--- config.mk ---
export PLATFORM = sky130hd
export DESIGN_NAME = pool1_relu
export DESIGN_NICKNAME = d
export VERILOG_FILES = /design/src/rtl/pool1_relu_pkg.sv /design/src/rtl/pool1_chan.sv /design/src/rtl/pool1_relu.sv
export SDC_FILE = /design/constraint.sdc
export NUM_CORES = 1
export LEC_CHECK = 0
export ABC_AREA = 0
export CAP_MARGIN = 40
export CORE_MARGIN = 3
export CORE_UTILIZATION = 54
export DETAILED_ROUTE_END_ITERATION = 16
export PLACE_DENSITY = 0.71
export SETUP_SLACK_MARGIN = 0.15
export SLEW_MARGIN = 40
export SYNTH_ARGS = -nofsm -noshare
export SYNTH_HDL_FRONTEND = slang
export SYNTH_SLANG_ARGS = --single-unit
--- constraint.sdc ---
create_clock -name clk -period 20.2 [get_ports clk]
set_input_delay 4.04 -clock clk [delete_from_list [all_inputs] [get_ports clk]]
set_output_delay 4.04 -clock clk [all_outputs]
set_load 0.01 [all_outputs]
--- src/rtl/pool1_relu_pkg.sv ---
// Shared CNN layer-1 constants and the per-pixel operation code that steers
// every pooling channel through its 2x2 max-pool window.
package pool1_relu_pkg;

  localparam int CNN_CONV_BIT   = 12;
  localparam int CNN_IN_WIDTH   = 24;
  localparam int CNN_IN_HEIGHT  = 24;
  localparam int CNN_POOL_WIDTH = CNN_IN_WIDTH / 2;

  typedef enum logic [1:0] {
    OP_IDLE,   // no pixel accepted this cycle
    OP_LEFT,   // even column: capture left operand of the horizontal pair
    OP_STORE,  // odd column, even row: park the pair max in the line buffer
    OP_EMIT    // odd column, odd row: close the 2x2 window and emit
  } pool_op_e;

  // Where an accepted pixel sits in its 2x2 window decides what the channels do.
  function automatic pool_op_e decode_op(input logic accept,
                                         input logic col_odd,
                                         input logic row_odd);
    if (!accept)  return OP_IDLE;
    if (!col_odd) return OP_LEFT;
    return row_odd ? OP_EMIT : OP_STORE;
  endfunction

endpackage

--- src/rtl/pool1_chan.sv ---
// One channel of the 2x2 max-pool + ReLU: pair register, half-row line
// buffer, signed compare tree and output register.
module pool1_chan
  import pool1_relu_pkg::*;
#(
  parameter int CONV_BIT   = CNN_CONV_BIT,
  parameter int POOL_WIDTH = CNN_POOL_WIDTH,
  parameter int IDX_W      = (POOL_WIDTH > 1) ? $clog2(POOL_WIDTH) : 1
) (
  input  logic                       clk,
  input  logic                       rst,
  input  pool_op_e                   op_i,
  input  logic [IDX_W-1:0]           idx_i,
  input  logic signed [CONV_BIT-1:0] sample_i,
  output logic signed [CONV_BIT-1:0] max_value_o
);

  typedef logic signed [CONV_BIT-1:0] sample_t;

  sample_t left_q, left_d;
  sample_t max_q, max_d;
  sample_t line_q [POOL_WIDTH];
  sample_t line_d [POOL_WIDTH];
  sample_t pair_max, win_max;

  function automatic sample_t smax(input sample_t a, input sample_t b);
    return (a > b) ? a : b;
  endfunction

  always_comb begin
    // NOTE: combinational blocks use blocking '=' so later lines see earlier
    // results; every output gets a default first so no latch is inferred.
    pair_max = smax(left_q, sample_i);
    win_max  = smax(pair_max, line_q[idx_i]);
    left_d   = left_q;
    max_d    = max_q;
    line_d   = line_q;
    case (op_i)
      OP_LEFT:  left_d        = sample_i;
      OP_STORE: line_d[idx_i] = pair_max;
      OP_EMIT:  max_d         = win_max[CONV_BIT-1] ? '0 : win_max;
      default:  ;
    endcase
  end

  // NOTE: the line buffer is a register array, so it can and does take the
  // reset; a RAM-inferred buffer would have to be left unreset instead.
  always_ff @(posedge clk or posedge rst) begin
    if (rst) begin
      left_q <= '0;
      max_q  <= '0;
      line_q <= '{default: '0};
    end else begin
      left_q <= left_d;
      max_q  <= max_d;
      line_q <= line_d;
    end
  end

  assign max_value_o = max_q;

endmodule

--- src/rtl/pool1_relu.sv ---
// 2x2 stride-2 max-pool followed by ReLU over a raster-order, three-channel
// conv feature map; one shared raster counter steers three channel datapaths.
module pool1_relu
  import pool1_relu_pkg::*;
#(
  parameter int CONV_BIT  = CNN_CONV_BIT,
  parameter int IN_WIDTH  = CNN_IN_WIDTH,
  parameter int IN_HEIGHT = CNN_IN_HEIGHT
) (
  input  logic                       clk,
  input  logic                       rst,
  input  logic                       valid_in,
  input  logic signed [CONV_BIT-1:0] conv_in_1,
  input  logic signed [CONV_BIT-1:0] conv_in_2,
  input  logic signed [CONV_BIT-1:0] conv_in_3,
  output logic signed [CONV_BIT-1:0] max_value_1,
  output logic signed [CONV_BIT-1:0] max_value_2,
  output logic signed [CONV_BIT-1:0] max_value_3,
  output logic                       valid_out_relu
);

  localparam int POOL_WIDTH = IN_WIDTH / 2;
  localparam int COL_W      = $clog2(IN_WIDTH);
  localparam int ROW_W      = (IN_HEIGHT > 1) ? $clog2(IN_HEIGHT) : 1;
  localparam int IDX_W      = COL_W - 1;

  logic [COL_W-1:0] col_q, col_d;
  logic [ROW_W-1:0] row_q, row_d;
  logic             valid_q, valid_d;
  pool_op_e         op;

  always_comb begin
    op      = decode_op(valid_in, col_q[0], row_q[0]);
    valid_d = (op == OP_EMIT);
    col_d   = col_q;
    row_d   = row_q;
    if (valid_in) begin
      if (col_q == COL_W'(IN_WIDTH - 1)) begin
        col_d = '0;
        row_d = (row_q == ROW_W'(IN_HEIGHT - 1)) ? '0 : row_q + ROW_W'(1);
      end else begin
        col_d = col_q + COL_W'(1);
      end
    end
  end

  always_ff @(posedge clk or posedge rst) begin
    if (rst) begin
      col_q   <= '0;
      row_q   <= '0;
      valid_q <= 1'b0;
    end else begin
      col_q   <= col_d;
      row_q   <= row_d;
      valid_q <= valid_d;
    end
  end

  assign valid_out_relu = valid_q;

  // Line-buffer slot is the pooled column, i.e. the input column without its LSB.
  pool1_chan #(.CONV_BIT(CONV_BIT), .POOL_WIDTH(POOL_WIDTH), .IDX_W(IDX_W)) u_chan_1 (
    .clk         (clk),
    .rst         (rst),
    .op_i        (op),
    .idx_i       (col_q[COL_W-1:1]),
    .sample_i    (conv_in_1),
    .max_value_o (max_value_1)
  );

  pool1_chan #(.CONV_BIT(CONV_BIT), .POOL_WIDTH(POOL_WIDTH), .IDX_W(IDX_W)) u_chan_2 (
    .clk         (clk),
    .rst         (rst),
    .op_i        (op),
    .idx_i       (col_q[COL_W-1:1]),
    .sample_i    (conv_in_2),
    .max_value_o (max_value_2)
  );

  pool1_chan #(.CONV_BIT(CONV_BIT), .POOL_WIDTH(POOL_WIDTH), .IDX_W(IDX_W)) u_chan_3 (
    .clk         (clk),
    .rst         (rst),
    .op_i        (op),
    .idx_i       (col_q[COL_W-1:1]),
    .sample_i    (conv_in_3),
    .max_value_o (max_value_3)
  );

endmodule

# After elaboration in Yosys (flattened, before gate mapping)
# Index checks and enable logic that the tools add are counted.
[word_totals]
ff_bits = 515
inputBits = 39
[classes]
muxes = 32
n_bitwise = 1
n_lt_le_gt_ge = 8
n_addsub = 2
n_eq_ne = 5
n_reduce_logical = 2
[ops]
columns = ["cell", "count"]
rows = [
  ["$bwmux W144", 3],
  ["$mux W12", 13],
  ["$bmux W12 S4", 3],
  ["$gt A12 B12 Y1", 6],
  ["$demux W12 S4", 1],
  ["$mux W11", 3],
  ["$add A5 B1 Y5 const B", 2],
  ["$eq A5 B5 Y1 const B", 2],
  ["$mux W5", 2],
  ["$mux W2", 4],
  ["$ge A5 B5 Y1 const B", 1],
  ["$lt A5 B1 Y1 const B", 1],
  ["$not A4 Y5", 1],
  ["$eq A2 B2 Y1 const B", 2],
  ["$mux W1", 3],
  ["$eq A2 B1 Y1 const B", 1],
  ["$reduce_and A2 Y1", 1],
  ["$logic_and A1 B1 Y1", 1],
]

# Longest topological paths before layout
# Gate-level depths: netlist of run 1.
[depth]
ltp_word = 7
ltp_mapped = 22
mapped_depth_nobuf = 19

# Hierarchy
# From an unflattened synthesis of run 1, not the netlist that was laid out.
[unflattened]
hier_cells = 2513
area_unflattened_um2 = 26052.5
[modules_own_cells]
columns = ["module", "cells_each", "seq_area_each_um2", "area_per_inst_um2", "instances"]
rows = [
  ["pool1_chan (u_chan_1)", 809, 4179.0, 8565.7, 1],
  ["pool1_chan (u_chan_2)", 851, 4179.0, 8476.9, 1],
  ["pool1_chan (u_chan_3)", 806, 4179.0, 8461.9, 1],
  ["pool1_relu", 47, 275.3, 548.0, 1],
]

# Worst setup path after synthesis of run 1
# OpenSTA, ideal clock, no wires.
[synth_timing]
path_type = "input port to flip-flop"
startpoint = "input port conv_in_2[11]"
endpoint = "register u_chan_2.max_q[10] (netlist: u_chan_2.max_value_o[10])"
cell_stages = 20
path_buffers = 3
setup_slack_ps = 11959
t_arrival_ps = 8159
path_cell_list = "inv_1 > ha_1 > nand4_1 > a211o_1 > o2111a_1 > a211oi_2 > buf_6 > mux2i_1 > buf_2 > inv_1 > ha_1 > a21o_1 > a21oi_1 > nor3_1 > or4_1 > o21ba_2 > and2_1 > clkbuf_1 > a31o_2 > a31oi_1"
[synth_between]
elab_chain_len = 5
[synth_rtl]
columns = ["element", "line", "text"]
rows = [
  ["from (decl)", "pool1_relu.sv:14", "input logic signed [CONV_BIT-1:0] conv_in_2,"],
  ["$gt A12 B12 Y1", "pool1_chan.sv:27", "return (a > b) ? a : b;"],
  ["$mux W12", "pool1_chan.sv:27", ""],
  ["via u_chan_2.pair_max[5]", "pool1_chan.sv:24", "sample_t pair_max, win_max;"],
  ["$gt A12 B12 Y1", "pool1_chan.sv:27", ""],
  ["$mux W12", "pool1_chan.sv:27", ""],
  ["$mux W11", "pool1_chan.sv:41", "OP_EMIT: max_d = win_max[CONV_BIT-1] ? '0 : win_max;"],
  ["to (signal assigned)", "pool1_chan.sv:55", "max_q <= max_d;"],
  ["to (decl)", "pool1_chan.sv:21", "sample_t max_q, max_d;"],
]
# The timed path passes the listed nets, and every way through them passes these cells.
# A chain may end at the register's enable or synchronous reset.

# Final worst setup path of run 1
[layout_timing]
startpoint = "input port conv_in_3[11]"
endpoint = "register u_chan_3.max_q[1] (netlist: u_chan_3.max_value_o[1])"
[layout_between]
elab_chain_len = 5
[layout_rtl]
columns = ["element", "line", "text"]
rows = [
  ["from (decl)", "pool1_relu.sv:15", "input logic signed [CONV_BIT-1:0] conv_in_3,"],
  ["$gt A12 B12 Y1", "pool1_chan.sv:27", ""],
  ["$mux W12", "pool1_chan.sv:27", ""],
  ["via u_chan_3.pair_max[2]", "pool1_chan.sv:24", ""],
  ["$gt A12 B12 Y1", "pool1_chan.sv:27", ""],
  ["$mux W12", "pool1_chan.sv:27", ""],
  ["$mux W11", "pool1_chan.sv:41", ""],
  ["to (signal assigned)", "pool1_chan.sv:55", ""],
  ["to (decl)", "pool1_chan.sv:21", ""],
]
# The timed path passes the listed nets, and every way through them passes these cells.

==> results list, run 1 <==
* Half-perimeter wire length after placement: 36900 um
- Via count: 18400
- Start point of the worst hold path: u_chan_1.line_q[61]
- Initial standard-cell utilization of the core: 55.0%
- For this run, the leading register cell type out of synthesis is sky130_fd_sc_hd__dfrtp_1.
* Post-synthesis area per instance: 10.1 um^2
* Area post-placement: 25700 um^2
- The min-delay analysis places its worst path in the category flop to flop.
- Synth async-reset ratio: 100%
- The synthesized netlist devotes 0.0716% of its cell area to XOR and XNOR gates.
- CTS tree: done
* Resized cells post-CTS: 0
- The via count of the first global-routing pass is 18500.
- Final Instance Area: 27700 um^2
- Number of setup buffers added after CTS: 0
- From synthesis to final layout, the design area changed by 13.1%.
- Peak supply drop: 0.113 mV
- Crit path time final: 9.26 ns
* Total clock sinks: 512
- Fin Hold WS: 0.476 ns
- The first global-routing pass estimated 100000 um of wire.
* Clock latency on the worst-skew pair: 0.62 ns
- Static leakage power: 0.0125 uW
- The worst setup path is of the input port to flop kind.
* TritonRoute pass-1 iters: 5
- Multiplexer area fraction after synthesis: 11.1%
- The synthesized netlist occupies a cell area of 24500 um^2.
- Period utilisation layout: 45.9%
- Setup violations remaining at the end of the flow were counted as 0.
- Count of flip-flops with a built-in enable after synthesis: 0
* Depth of the worst register-to-register path: 19
* Number of fill cells: 3611
* Total count of max-transition violations in the final report: 0
- Power spread over the standard cell area amounts to 162 nW/um^2.
* Total GRT Usage: 26.5%
* Std-Cell Rows: 77
- Final instance count without filler cells: 3041
* IO Pins: 76
* Launch point of the worst path: conv_in_3[11]
- Wires add up to 62300 um.
- For this run, the register share of the synthesized area comes to 52.4%.
* GP Congestion: 0.839
- The initial antenna violation count came to 0.
* Number of vias per cell after detailed routing: 6.06
* Critical-path maximum fanout: 15
- Met1 usage in global routing: 36.3%
- Clk pin slew, worst setup/hold paths: 0.06 ns
* Post-synthesis simple-gate area fraction: 11.9%
* Critical Path End Type: flop
- Adding up every negative setup slack in the final design gives 0 ns.
* Hold violation total from the final report: 0
- In this run the critical register-to-register path is launched from u_chan_3.left_q[11].
- Height of the die: 219 um
* Final #Nets: 2519
- Placed Instances: 2940
* Antenna cell count: 0
- Drt first-iter violations: 1733
- Of the cells placed in the final design, the portion with a size suffix greater than 1 is 12.4%.
- Largest net degree at the start of global routing: 101
* Area of the core region: 44500 um^2
- Summed over all layers, the global routing overflow is 0.
* Cells after synthesis: 2420
- The worst pin sits at a relative slew slack of 44.2%.
- Number of DRC violations after detailed routing: 0
* CTS root buffer: sky130_fd_sc_hd__clkbuf_16
* DIE AREA: 47900 um^2
* Number of I/O port buffers: 72
- Of the total synthesized cell area, the portion taken by full adders, half adders and majority gates is 3.78%.
- Based on the critical path, the design can be clocked at up to 0.108 GHz.
* Post-cts hold buffer count: 0
* Critical path startpoint category: input port
- After detailed routing, the average wire length per cell comes to 20.5 um.
- Compound-Gate Fraction of Synth Area: 15.8%
- The flow ran to the end, and the final reports show no timing, DRC or antenna violations.
* Minimum setup slack after placement: 10.07 ns
- Number of distinct standard cells referenced by the synthesized netlist: 63
- Buffers inserted during clock tree synthesis total 53.
- Synthesis inferred 512 register bits.
* Reg-to-Reg End: u_chan_3.max_value_o[1]
* GR Util met2: 44.3%
- Die width: 219 um
* Arrival time of data at the critical path endpoint: 9.72 ns
- The worst hold path was traced through 2 stages.
* Post-detailed-route count of antenna-violating nets: 0
- Setup repair after global routing left no endpoint under its margin.
- The layer flagged by global routing as most heavily used is met2.
- In the post-route analysis, the smallest setup slack over all paths is 10.94 ns.
- The tool flagged a number of max-cap violations equal to 0.
- Counting along the longest clock path gives a buffer depth of 3.
- H-Tree Depth: 2
- For the pin with the worst max-slew slack, the measured transition is 0.821 ns.
* Total of warnings raised by yosys: 0
- The most critical setup path has its endpoint at u_chan_3.max_value_o[1].
* Critical Path RT: 20.66 ns
- Worst setup skew after layout: 0.0212 ns
- M3 GR Usage: 4.21%
* Register-to-register setup slack: 14.56 ns
* Combinational family with the most area after synthesis: compound AO/OA/AOI/OAI gates
worst min-delay path by stage:
stage / endpoint
final: u_chan_1.line_q[61]
after global routing: u_chan_2.line_q[21]
after CTS: u_chan_2.line_q[22]
after detailed placement: u_chan_2.line_q[22]
after global placement: u_chan_3.line_q[17]
after floorplan: u_chan_1.line_q[108]
cells in the mapped netlist, types with 15 or more instances:
cell type | count | area, um^2
sky130_fd_sc_hd__mux4_2 | 108 | 2430
sky130_fd_sc_hd__nand2_1 | 281 | 1050
sky130_fd_sc_hd__buf_2 | 61 | 305
sky130_fd_sc_hd__mux2i_1 | 26 | 260
sky130_fd_sc_hd__o21ai_0 | 200 | 1000
sky130_fd_sc_hd__nor2_1 | 339 | 1270
sky130_fd_sc_hd__dfrtp_1 | 512 | 12800
sky130_fd_sc_hd__o21a_1 | 16 | 120
sky130_fd_sc_hd__nand2b_1 | 15 | 93.8
sky130_fd_sc_hd__inv_1 | 81 | 304
sky130_fd_sc_hd__clkbuf_1 | 115 | 432
sky130_fd_sc_hd__a21oi_1 | 387 | 1940
sky130_fd_sc_hd__ha_1 | 74 | 926
sky130_fd_sc_hd__nand4_1 | 17 | 106
sky130_fd_sc_hd__a21o_1 | 15 | 113
sky130_fd_sc_hd__a22oi_1 | 20 | 150
area by class of cell:
type                       instances  area [um^2]  area share [%]
sequential                       512        12800            46.3
multi-input combinational       1629        10600            38.3
clock buffer                      71         1490            5.40
timing repair buffer             128         1260            4.55
tap                              592          741            2.68
clock inverter                    27          429            1.55
inverter                          82          315            1.14
state kept, by name, indices dropped and copies added, names as in the netlist:
signal and flops:
u_chan_1.line_q 144, u_chan_2.line_q 144, u_chan_3.line_q 144, u_chan_1.left_q 12, u_chan_2.left_q 12, u_chan_3.left_q 12, u_chan_1.max_value_o 11, u_chan_2.max_value_o 11
u_chan_3.max_value_o 11, col_q 5, row_q 5, valid_out_relu 1
power breakdown:
group | switching (uW) | internal (uW)
Sequential | 234 | 1410
Combinational | 998 | 771
Clock | 426 | 650
cell usage in the layout (no fill, tap or decap), types with 4 or more instances in the layout:
| cell type | netlist | routed |
|---|---|---|
| sky130_fd_sc_hd__nand3b_1 | 11 | 11 |
| sky130_fd_sc_hd__a31oi_1 | 14 | 13 |
| sky130_fd_sc_hd__a31o_2 | 11 | 11 |
| sky130_fd_sc_hd__clkbuf_1 | 115 | 8 |
| sky130_fd_sc_hd__a221oi_1 | 11 | 11 |
| sky130_fd_sc_hd__mux4_2 | 108 | 108 |
| sky130_fd_sc_hd__o21a_1 | 16 | 16 |
| sky130_fd_sc_hd__buf_6 | 5 | 9 |
| sky130_fd_sc_hd__nor2b_1 | 7 | 6 |
| sky130_fd_sc_hd__clkbuf_16 | 0 | 54 |
| sky130_fd_sc_hd__nor2_1 | 339 | 334 |
| sky130_fd_sc_hd__nand4_1 | 17 | 17 |
| sky130_fd_sc_hd__clkinv_2 | 0 | 7 |
| sky130_fd_sc_hd__inv_1 | 81 | 80 |
| sky130_fd_sc_hd__a22oi_1 | 20 | 20 |
| sky130_fd_sc_hd__nand2_1 | 281 | 279 |
| sky130_fd_sc_hd__mux2i_1 | 26 | 20 |
| sky130_fd_sc_hd__a21o_1 | 15 | 15 |
| sky130_fd_sc_hd__o21ai_0 | 200 | 200 |
| sky130_fd_sc_hd__buf_4 | 10 | 41 |
| sky130_fd_sc_hd__mux2i_2 | 0 | 4 |
| sky130_fd_sc_hd__clkinvlp_4 | 0 | 4 |
| sky130_fd_sc_hd__bufinv_16 | 0 | 10 |
| sky130_fd_sc_hd__clkdlybuf4s50_1 | 0 | 72 |
| sky130_fd_sc_hd__clkbuf_8 | 0 | 10 |
| sky130_fd_sc_hd__nor2_4 | 0 | 6 |
| sky130_fd_sc_hd__ha_1 | 74 | 74 |
| sky130_fd_sc_hd__or4_1 | 5 | 5 |
| sky130_fd_sc_hd__dfrtp_1 | 512 | 508 |
| sky130_fd_sc_hd__a21oi_1 | 387 | 386 |
| sky130_fd_sc_hd__nand2b_1 | 15 | 14 |
| sky130_fd_sc_hd__nand3_1 | 7 | 7 |
stage by stage:
stage | util, % | power [uW]
2_1_floorplan | - | 2910
3_3_place_gp | 57.3 | 3300
3_5_place_dp | 57.7 | 3400
4_1_cts | 62.0 | 4490
5_1_grt | 62.2 | 4790
6_report | 62.2 | 4490
cell families (layout without fill, tap and decap cells):
| group | after synthesis | after routing |
|---|---|---|
| simple gates | 708 | 708 |
| compound gates | 705 | 705 |
| flops | 512 | 512 |
| buf+inv | 281 | 308 |
| mux | 137 | 137 |
| fa+ha+maj | 74 | 74 |
| xor+xnor | 2 | 2 |
| other cells | 1 | 3 |
per-layer routing:
layer  vias to the layer above  part of all wire [%]
met5                         -                     0
met4                         0                   2.5
met3                       112                   6.5
met2                       609                    49
met1                      9333                    42
li1                       8367                     -
critical path, cell delays in order:
cell and delay, ns:
sky130_fd_sc_hd__clkdlybuf4s50_1 0.54, sky130_fd_sc_hd__inv_1 0.08, sky130_fd_sc_hd__ha_1 0.58, sky130_fd_sc_hd__nand4_1 0.21, sky130_fd_sc_hd__nor2_1 0.16, sky130_fd_sc_hd__a21boi_1 0.39
sky130_fd_sc_hd__o41ai_1 0.18, sky130_fd_sc_hd__buf_4 0.20, sky130_fd_sc_hd__a22oi_1 0.20, sky130_fd_sc_hd__o21a_1 0.47, sky130_fd_sc_hd__inv_1 0.17, sky130_fd_sc_hd__ha_1 0.36
sky130_fd_sc_hd__and4b_1 0.20, sky130_fd_sc_hd__a211oi_1 0.07, sky130_fd_sc_hd__o31ai_1 0.42, sky130_fd_sc_hd__nor4_1 0.15, sky130_fd_sc_hd__a211oi_4 0.42, sky130_fd_sc_hd__buf_6 0.22
sky130_fd_sc_hd__nor2_1 0.07, sky130_fd_sc_hd__a31oi_2 0.39, sky130_fd_sc_hd__o21ai_0 0.18
No activity file was read; power rests on OpenSTA's default activity.
==> run 2, diff against run 1 <==
Clock period 20.2 ns to 9.6 ns, I/O delays scaled along.
==> run 2 against run 1 <==
- clock power grew 100%
- register-to-register slack worse by 11 ns
- sequential share of layout area is 0.050 points higher
- global-route usage is 0.23 points higher
- clock skew shrank 0.0014 ns
- first-iteration DRC count down 5.2%
- cell area is 0.11% lower
- largest cell class unchanged
- largest power group unchanged
==> results list, run 2 (same netlist as run 1, synthesis figures left out) <==
* Combined flip-flop and latch cell area: 12800 um^2 (unchanged)
- Leaving out fill and tap cells, the most frequent cell in the layout is sky130_fd_sc_hd__dfrtp_1.
- The path class of the tightest hold or removal check is flop to flop.
- The number of buffers created by CTS is 54 (+1.9%).
- Cell depth of the worst hold path: 2 (unchanged)
* Antenna cell count: 0 (unchanged)
- The number of detailed-routing iterations run before antenna repair is 6 (+1).
- The initial core utilization was 55.0% (unchanged).
- FMAX: 0.135 GHz
- The endpoint identified for the worst register-to-register timing path is u_chan_3.max_value_o[3].
* Critical Path RT: 10.03 ns (-10.63 ns)
- Register-to-register setup slack: 3.71 ns (-10.85 ns)
* Die width: 219 um (unchanged)
- The TritonCTS sink count was 512 (unchanged).
* Critical Path End Type: flop
- Clk pin slew, worst setup/hold paths: 0.06 ns (about the same)
- The total overflow reported by the global router was 0 (unchanged).
* Number of vias per cell after detailed routing: 6.06 (about the same)
* Max_slew headroom: 44.3% (+0.16 points)
* Worst setup skew after layout: 0.0199 ns (-0.00139 ns)
- Number of DRC violations after detailed routing: 0 (unchanged)
* Design internal power: 5910 uW (+110%)
- Fraction of final layout cells with drive strength greater than 1: 12.4% (-0.025 points)
- CTS root buffer: sky130_fd_sc_hd__clkbuf_16
- Switching share of power: 37.1% (+0.18 points)
- The number of max-capacitance violations reported came to 0 (unchanged).
- Resized cells post-CTS: 0 (unchanged)
* Worst reg2reg path startpoint: u_chan_3.left_q[11]
* Area of the core region: 44500 um^2 (unchanged)
- Accumulated negative setup slack: 0 ns (unchanged)
- Final-report setup violation count: 0 (unchanged)
- The switching power summed over all nets was 3480 uW (+110%).
- Multi-input gate area: 10600 um^2 (about the same)
* DIE AREA: 47900 um^2 (unchanged)
* Final worst-path setup slack: 2.19 ns (-8.75 ns)
- Critical-path maximum fanout: 15 (unchanged)
- The count of endpoints failing hold in the final timing report came to 0 (unchanged).
* P per Cell Area: 340 nW/um^2 (+110%)
- Status: completed
* Number of global-route vias before repair: 18800 (+1.6%)
- The total of hold buffers inserted after clock tree synthesis was 0 (unchanged).
- The number of inserted filler cells in the final layout was 3602 (-0.25%).
- Least-Margin Pin Slew: 0.835 ns (+0.0138 ns)
- Delay of the slowest cell on the worst path: 0.61 ns (+0.03 ns)
- The area growth from synthesis to layout is 12.9%.
- The placed wire-length estimate after detailed placement came to 36900 um (about the same).
- Drt first-iter violations: 1643 (-5.2%)
- The deepest clock path buffer count is 3 (unchanged).
- The count of standard-cell rows was 77 (unchanged).
- Post-detailed-routing wire length: 63200 um (+1.5%)
* Combinational Power Share: 39.5% (about the same)
- RSZ-0062 raised after global routing: false
- The I/O pin count is 76 (unchanged).
- The average wire per cell in the routed design is 20.7 um (+1.3%).
- Number of setup buffers added after CTS: 0 (unchanged)
* Arrival time of data at the critical path endpoint: 7.85 ns (-1.87 ns)
- STA classifies the critical path startpoint as an input port.
* Minimum setup slack after placement: 1.44 ns (-8.63 ns)
* Fraction of power consumed by sequential logic: 37.4% (+0.7 points)
* Endpoint of the worst hold-timing path: u_chan_1.line_q[23]
- Height of the die: 219 um (unchanged)
- Largest net degree at the start of global routing: 164 (+62%)
- CTS tree: done
- Part of the power in the clock network: 23.1% (-0.8 points)
* Crit path time final: 7.41 ns
- The number of nets in the finished design came to 2523 (+0.16%).
- In the final layout, the registers with the most flip-flops are u_chan_1.line_q (144), u_chan_2.line_q (144), u_chan_3.line_q (144).
- Post-detailed-route count of antenna-violating nets: 0 (unchanged)
- Number of I/O port buffers: 72 (unchanged)
- Antenna violations before repair: 0 (unchanged)
* Via count: 18500 (+0.21%)
- The final weighted congestion in routability-driven placement is 0.832 (-0.80%).
* Period utilisation layout: 77.2%
- The worst hold path begins at u_chan_1.line_q[23].
- Peak supply drop: 0.202 mV (+79%)
- Wire length of the first global-routing pass: 101000 um (+0.74%)
* Chain of cells forming the critical path: clkdlybuf4s50_1, inv_1, ha_1, nand4_1, nor2_1, a21boi_1, o41ai_2, buf_4, a22oi_1, o21a_1, inv_1, ha_1, and4b_1, a211oi_1, o31ai_1, nor4_1, a211oi_4, nor2_1, a31oi_1, o21ai_0
- The top cell types in the final layout, fill and taps aside, are sky130_fd_sc_hd__dfrtp_1 (508), sky130_fd_sc_hd__a21oi_1 (386), sky130_fd_sc_hd__nor2_1 (334).
- Total count of max-transition violations in the final report: 0 (unchanged)
- Critical-path top delay cell: sky130_fd_sc_hd__ha_1
- Clock latency on the worst-skew pair: 0.61 ns (about the same)
* Depth of the worst register-to-register path: 18 (-1)
- The count of H-tree levels built during CTS is 2 (unchanged).
* Critical path start-end classification: input port to flop
* Total GRT Usage: 26.7% (+0.23 points)
* Static leakage power: 0.0125 uW (about the same)
## run 2: layout make-up
| cell class | instances | area share, % |
|---|---|---|
| Tap cell | 592 | 2.68 |
| Multi-Input combinational cell | 1629 | 38.3 |
| Inverter | 82 | 1.14 |
| Timing Repair Buffer | 131 | 4.70 |
| Clock buffer | 80 | 5.86 |
| Clock inverter | 20 | 0.874 |
| Sequential cell | 512 | 46.4 |
## run 2: worst max-delay path: cells and delay by family
kind	cells	cell delay, ns
compound gates	9	3.18
fa+ha+maj	2	0.94
buf+inv	4	0.98
simple gates	5	0.82
## run 2: power groups by stage
stage          Sequential (uW)  Clock, uW  Combinational (uW)
2_1_floorplan             3340          0                2790
3_3_place_gp              3470          0                3480
3_5_place_dp              3520          0                3630
4_1_cts                   3500       2200                3660
5_1_grt                   3600       2290                4110
6_report                  3510       2170                3710
## run 2: through the flow
stage | total power [uW] | cell area (um^2) | hold WS, ns | std cells | utilization, %
after global placement | 6950 | 25600 | 0.457 | 2940 | 57.4
after global routing | 10000 | 27600 | 0.495 | 3046 | 62.1
after detailed placement | 7150 | 25600 | 0.465 | 2941 | 57.6
after floorplan | 6130 | 24500 | 0.445 | 2422 | -
final | 9390 | 27600 | 0.474 | 3046 | 62.1
after CTS | 9360 | 27500 | 0.479 | 3041 | 61.8
## run 2: layer usage
layer | vias to the layer above | GRT usage [%] | part of all wire [%] | routed length, um
met1 | 9367 | 35.7 | 41 | 26200
met3 | 118 | 4.26 | 6.0 | 3790
met2 | 590 | 45.5 | 50 | 31500
li1 | 8384 | - | - | -
met5 | - | 0 | 0 | 0
met4 | 0 | 7.99 | 2.7 | 1690
## run 2: how the worst max path moves through the flow
stage,start,to,cells after the start
floorplan,rst,col_q[0],1
global placement,conv_in_3[11],u_chan_3.max_value_o[3],19
detailed placement,conv_in_3[11],u_chan_3.max_value_o[3],20
CTS,conv_in_3[11],u_chan_3.max_value_o[3],20
global route,conv_in_3[11],u_chan_3.max_value_o[1],20
finish,conv_in_3[11],u_chan_3.max_value_o[3],20
==> run 3, diff against run 2 <==
Settings changed: PLACE_DENSITY 0.71 to 0.74.
Clock period 9.6 ns to 6.4 ns, I/O delays scaled along.
==> run 3 against run 2 <==
- first-iteration DRC count down 4.6%
- non-clock buffer count up 31
- critical path depth unchanged
- sequential share of layout area down 0.30 points
- cell area up 0.66%
==> results list, run 3 (same netlist as run 1, synthesis figures left out) <==
- The data required time at the worst endpoint is 6.88 ns (-3.15 ns).
- Critical-path maximum fanout: 11 (-4)
- The number of cell instances on the worst register-to-register path came to 18 (unchanged).
- Total clock sinks: 512 (unchanged)
- The I/O pin count came to 76 (unchanged).
- Number of maximum-capacitance constraint violations: 0 (unchanged)
* Final instance count without filler cells: 3074 (+0.92%)
- The leakage dissipation was 0.0127 uW (+1.3%).
- Hold violation total from the final report: 0 (unchanged)
* Most common cell after layout, fill and taps aside: sky130_fd_sc_hd__dfrtp_1
- The final total power is 14100 uW (+50%).
- Resized cells post-CTS: 0 (unchanged)
- The number of nets in the finished design was 2552 (+1.1%).
* Largest delay share family, worst path: compound AO/OA/AOI/OAI gates
- The slowest stage of the critical path is the sky130_fd_sc_hd__o21bai_2 cell.
* Number of vias per cell after detailed routing: 6.03 (-0.43%)
- Start point of the worst hold path: u_chan_1.line_q[16]
* Post-cts hold buffer count: 0 (unchanged)
* Fraction of final layout cells with drive strength greater than 1: 13.5% (+1.1 points)
* Critical Path End Type: flop
* Count of cell instances traversed by the critical path: 20 (unchanged)
- Height of the die: 219 um (unchanged)
* CTS root buffer: sky130_fd_sc_hd__clkbuf_16
- RSZ-0062 raised after global routing: false
- The startpoint identified for the worst register-to-register timing path is u_chan_1.left_q[1].
- In the finished design, the share of the clock period the worst path needs comes to 89.8%.
- Cell depth of the worst hold path: 2 (unchanged)
- Placed Instances: 2974 (+1.1%)
- Static timing analysis puts the maximum clock frequency at 0.174 GHz.
- Peak supply drop: 0.306 mV (+51%)
- The count of standard-cell rows is 77 (unchanged).
* Register-to-register setup slack: 1.50 ns (-2.21 ns)
- Initial standard-cell utilization of the core: 55.0% (unchanged)
- The worst setup path is launched from an input port.
- The residual DRC count was 0 (unchanged).
- Status: completed
- Clk pin slew, worst setup/hold paths: 0.06 ns (about the same)
- The clock latency on the worst-skew pair was 0.60 ns (about the same).
- Antenna violations before repair: 0 (unchanged)
* Num CTS Buffers: 52 (-3.7%)
- Total GRT Usage: 26.5% (-0.24 points)
- The total power divided by cell area is 505 nW/um^2 (+49%).
* Area growth, synth to finish: 13.7%
- The deepest clock path buffer count is 3 (unchanged).
- CTS tree: done
- The post-CTS setup buffer count was 0 (unchanged).
* TritonRoute pass-1 iters: 5 (-1)
- The average wire per cell in the routed design is 20.3 um (-2.2%).
- The area taken by flip-flops and latches was 12800 um^2 (unchanged).
- The die footprint is 47900 um^2 (unchanged).
- The total via count in the routed design is 18500 (+0.48%).
* Max_slew headroom: 44.9% (+0.53 points)
* Half-perimeter wire length after placement: 38900 um (+5.4%)
- Endpoint of the worst hold-timing path: u_chan_1.line_q[16]
- Area post-placement: 26000 um^2 (+1.3%)
- Minimum setup slack after placement: -0.0603 ns (-1.50 ns)
* Worst setup skew after layout: 0.0198 ns (-0.0000243 ns)
- Final-report setup violation count: 0 (unchanged)
- The final weighted congestion in routability-driven placement came to 0.858 (+3.1%).
* Number of buffers and inverters on the critical path: 4 (unchanged)
- The number of nets with antenna violations after detailed routing came to 0 (unchanged).
- Antenna cell count: 0 (unchanged)
- In this run the critical register-to-register path is captured at u_chan_1.max_value_o[2].
* Die width: 219 um (unchanged)
- Arrival time of data at the critical path endpoint: 6.23 ns (-1.62 ns)
* Number of fill cells: 3478 (-3.4%)
- The initial detailed-routing violation count was 1567 (-4.6%).
* Delay of the slowest cell on the worst path: 0.51 ns (-0.10 ns)
* Largest net degree at the start of global routing: 155 (-5.5%)
- Crit path time final: 5.75 ns
- The area of the multi-input gates came to 10500 um^2 (-0.50%).
- The tightest min-delay check is of the flop to flop type.
* Wire length of the first global-routing pass: 101000 um (-0.42%)
- The final number of max-transition violations came to 0 (unchanged).
- The design area was 27800 um^2 (+0.66%).
- Least-Margin Pin Slew: 0.826 ns (-0.00882 ns)
- Chain of cells forming the critical path: clkdlybuf4s50_1, inv_1, ha_1, nor2b_1, o21a_1, o211ai_1, nand2_1, or3_1, o21bai_2, buf_4, mux2i_1, inv_1, ha_1, nand4_1, or2_2, o21bai_1, a21oi_1, o31a_1, nand2b_1, a221oi_1
- Final core utilization: 62.5% (+0.41 points)
- Top flop regs: u_chan_1.line_q (144), u_chan_2.line_q (144), u_chan_3.line_q (144)
* Number of global-route vias before repair: 18800 (+0.069%)
* H-Tree Depth: 2 (unchanged)
- In the layout the commonest cells are sky130_fd_sc_hd__dfrtp_1 (508), sky130_fd_sc_hd__a21oi_1 (386), sky130_fd_sc_hd__nor2_1 (334).
* Post-detailed-routing wire length: 62400 um (-1.3%)
- The final setup slack of the worst path is 0.654 ns (-1.53 ns).
* Number of I/O port buffers: 72 (unchanged)
- The total overflow reported by the global router came to 0 (unchanged).
* Area of the core region: 44500 um^2 (unchanged)
* Critical path start-end classification: input port to flop
-- run 3: changes by cell type in the layout (fill, tap and decap cells not counted), sizes merged --
| cell | before | now |
|---|---|---|
| clkinv | 9 | 18 |
| clkinvlp | 6 | 3 |
| inv | 82 | 80 |
| clkbuf | 80 | 76 |
| buf | 59 | 90 |
| bufinv | 5 | 2 |
-- run 3: worst register-to-register path, delay by kind of cell, from the launching register on --
kind | cells | cell delay, ns
and+or+nand+nor | 6 | 1.17
DFF | 1 | 0.39
AOI/OAI and AO/OA | 7 | 2.09
adders and majority gates | 2 | 0.57
muxes | 1 | 0.26
buffers and inverters | 2 | 0.31
-- run 3: how the worst max path moves through the flow --
stage            startpoint                       to  slack, ns
3_3_place_gp   conv_in_1[1]  u_chan_1.max_value_o[5]       0.20
5_1_grt        conv_in_1[1]  u_chan_1.max_value_o[0]       0.33
6_report       conv_in_1[1]  u_chan_1.max_value_o[2]       0.65
4_1_cts        conv_in_1[1]  u_chan_1.max_value_o[9]       0.56
2_1_floorplan           rst                 col_q[0]      -1.83
3_5_place_dp   conv_in_1[1]  u_chan_1.max_value_o[3]      -0.06
-- run 3: layout make-up --
cell class | instances | area share, %
flip-flops and latches | 512 | 46.1
multi-input cells | 1629 | 37.9
repair buffers | 162 | 5.81
clock buffers | 76 | 5.77
well taps | 592 | 2.66
inverters | 82 | 1.12
clock inverters | 21 | 0.643
-- run 3: power breakdown --
part | internal [uW] | switching [uW] | total, uW
registers | 4470 | 769 | 5230
logic | 2530 | 3190 | 5710
clock network | 1820 | 1290 | 3110
-- run 3: routing by layer --
layer	routed length, um	GRT usage [%]	up-vias
met5	0	0	-
met4	1760	8.21	0
met3	3580	4.75	126
met2	31400	44.8	574
met1	25600	35.2	9393
li1	-	-	8455
-- run 3: metrics by stage --
| step | TNS (ns) | hold WS (ns) |
|---|---|---|
| 2_1_floorplan | -938.15 | 0.445 |
| 3_3_place_gp | 0 | 0.456 |
| 3_5_place_dp | -0.475 | 0.465 |
| 4_1_cts | 0 | 0.479 |
| 5_1_grt | 0 | 0.496 |
| 6_report | 0 | 0.476 |
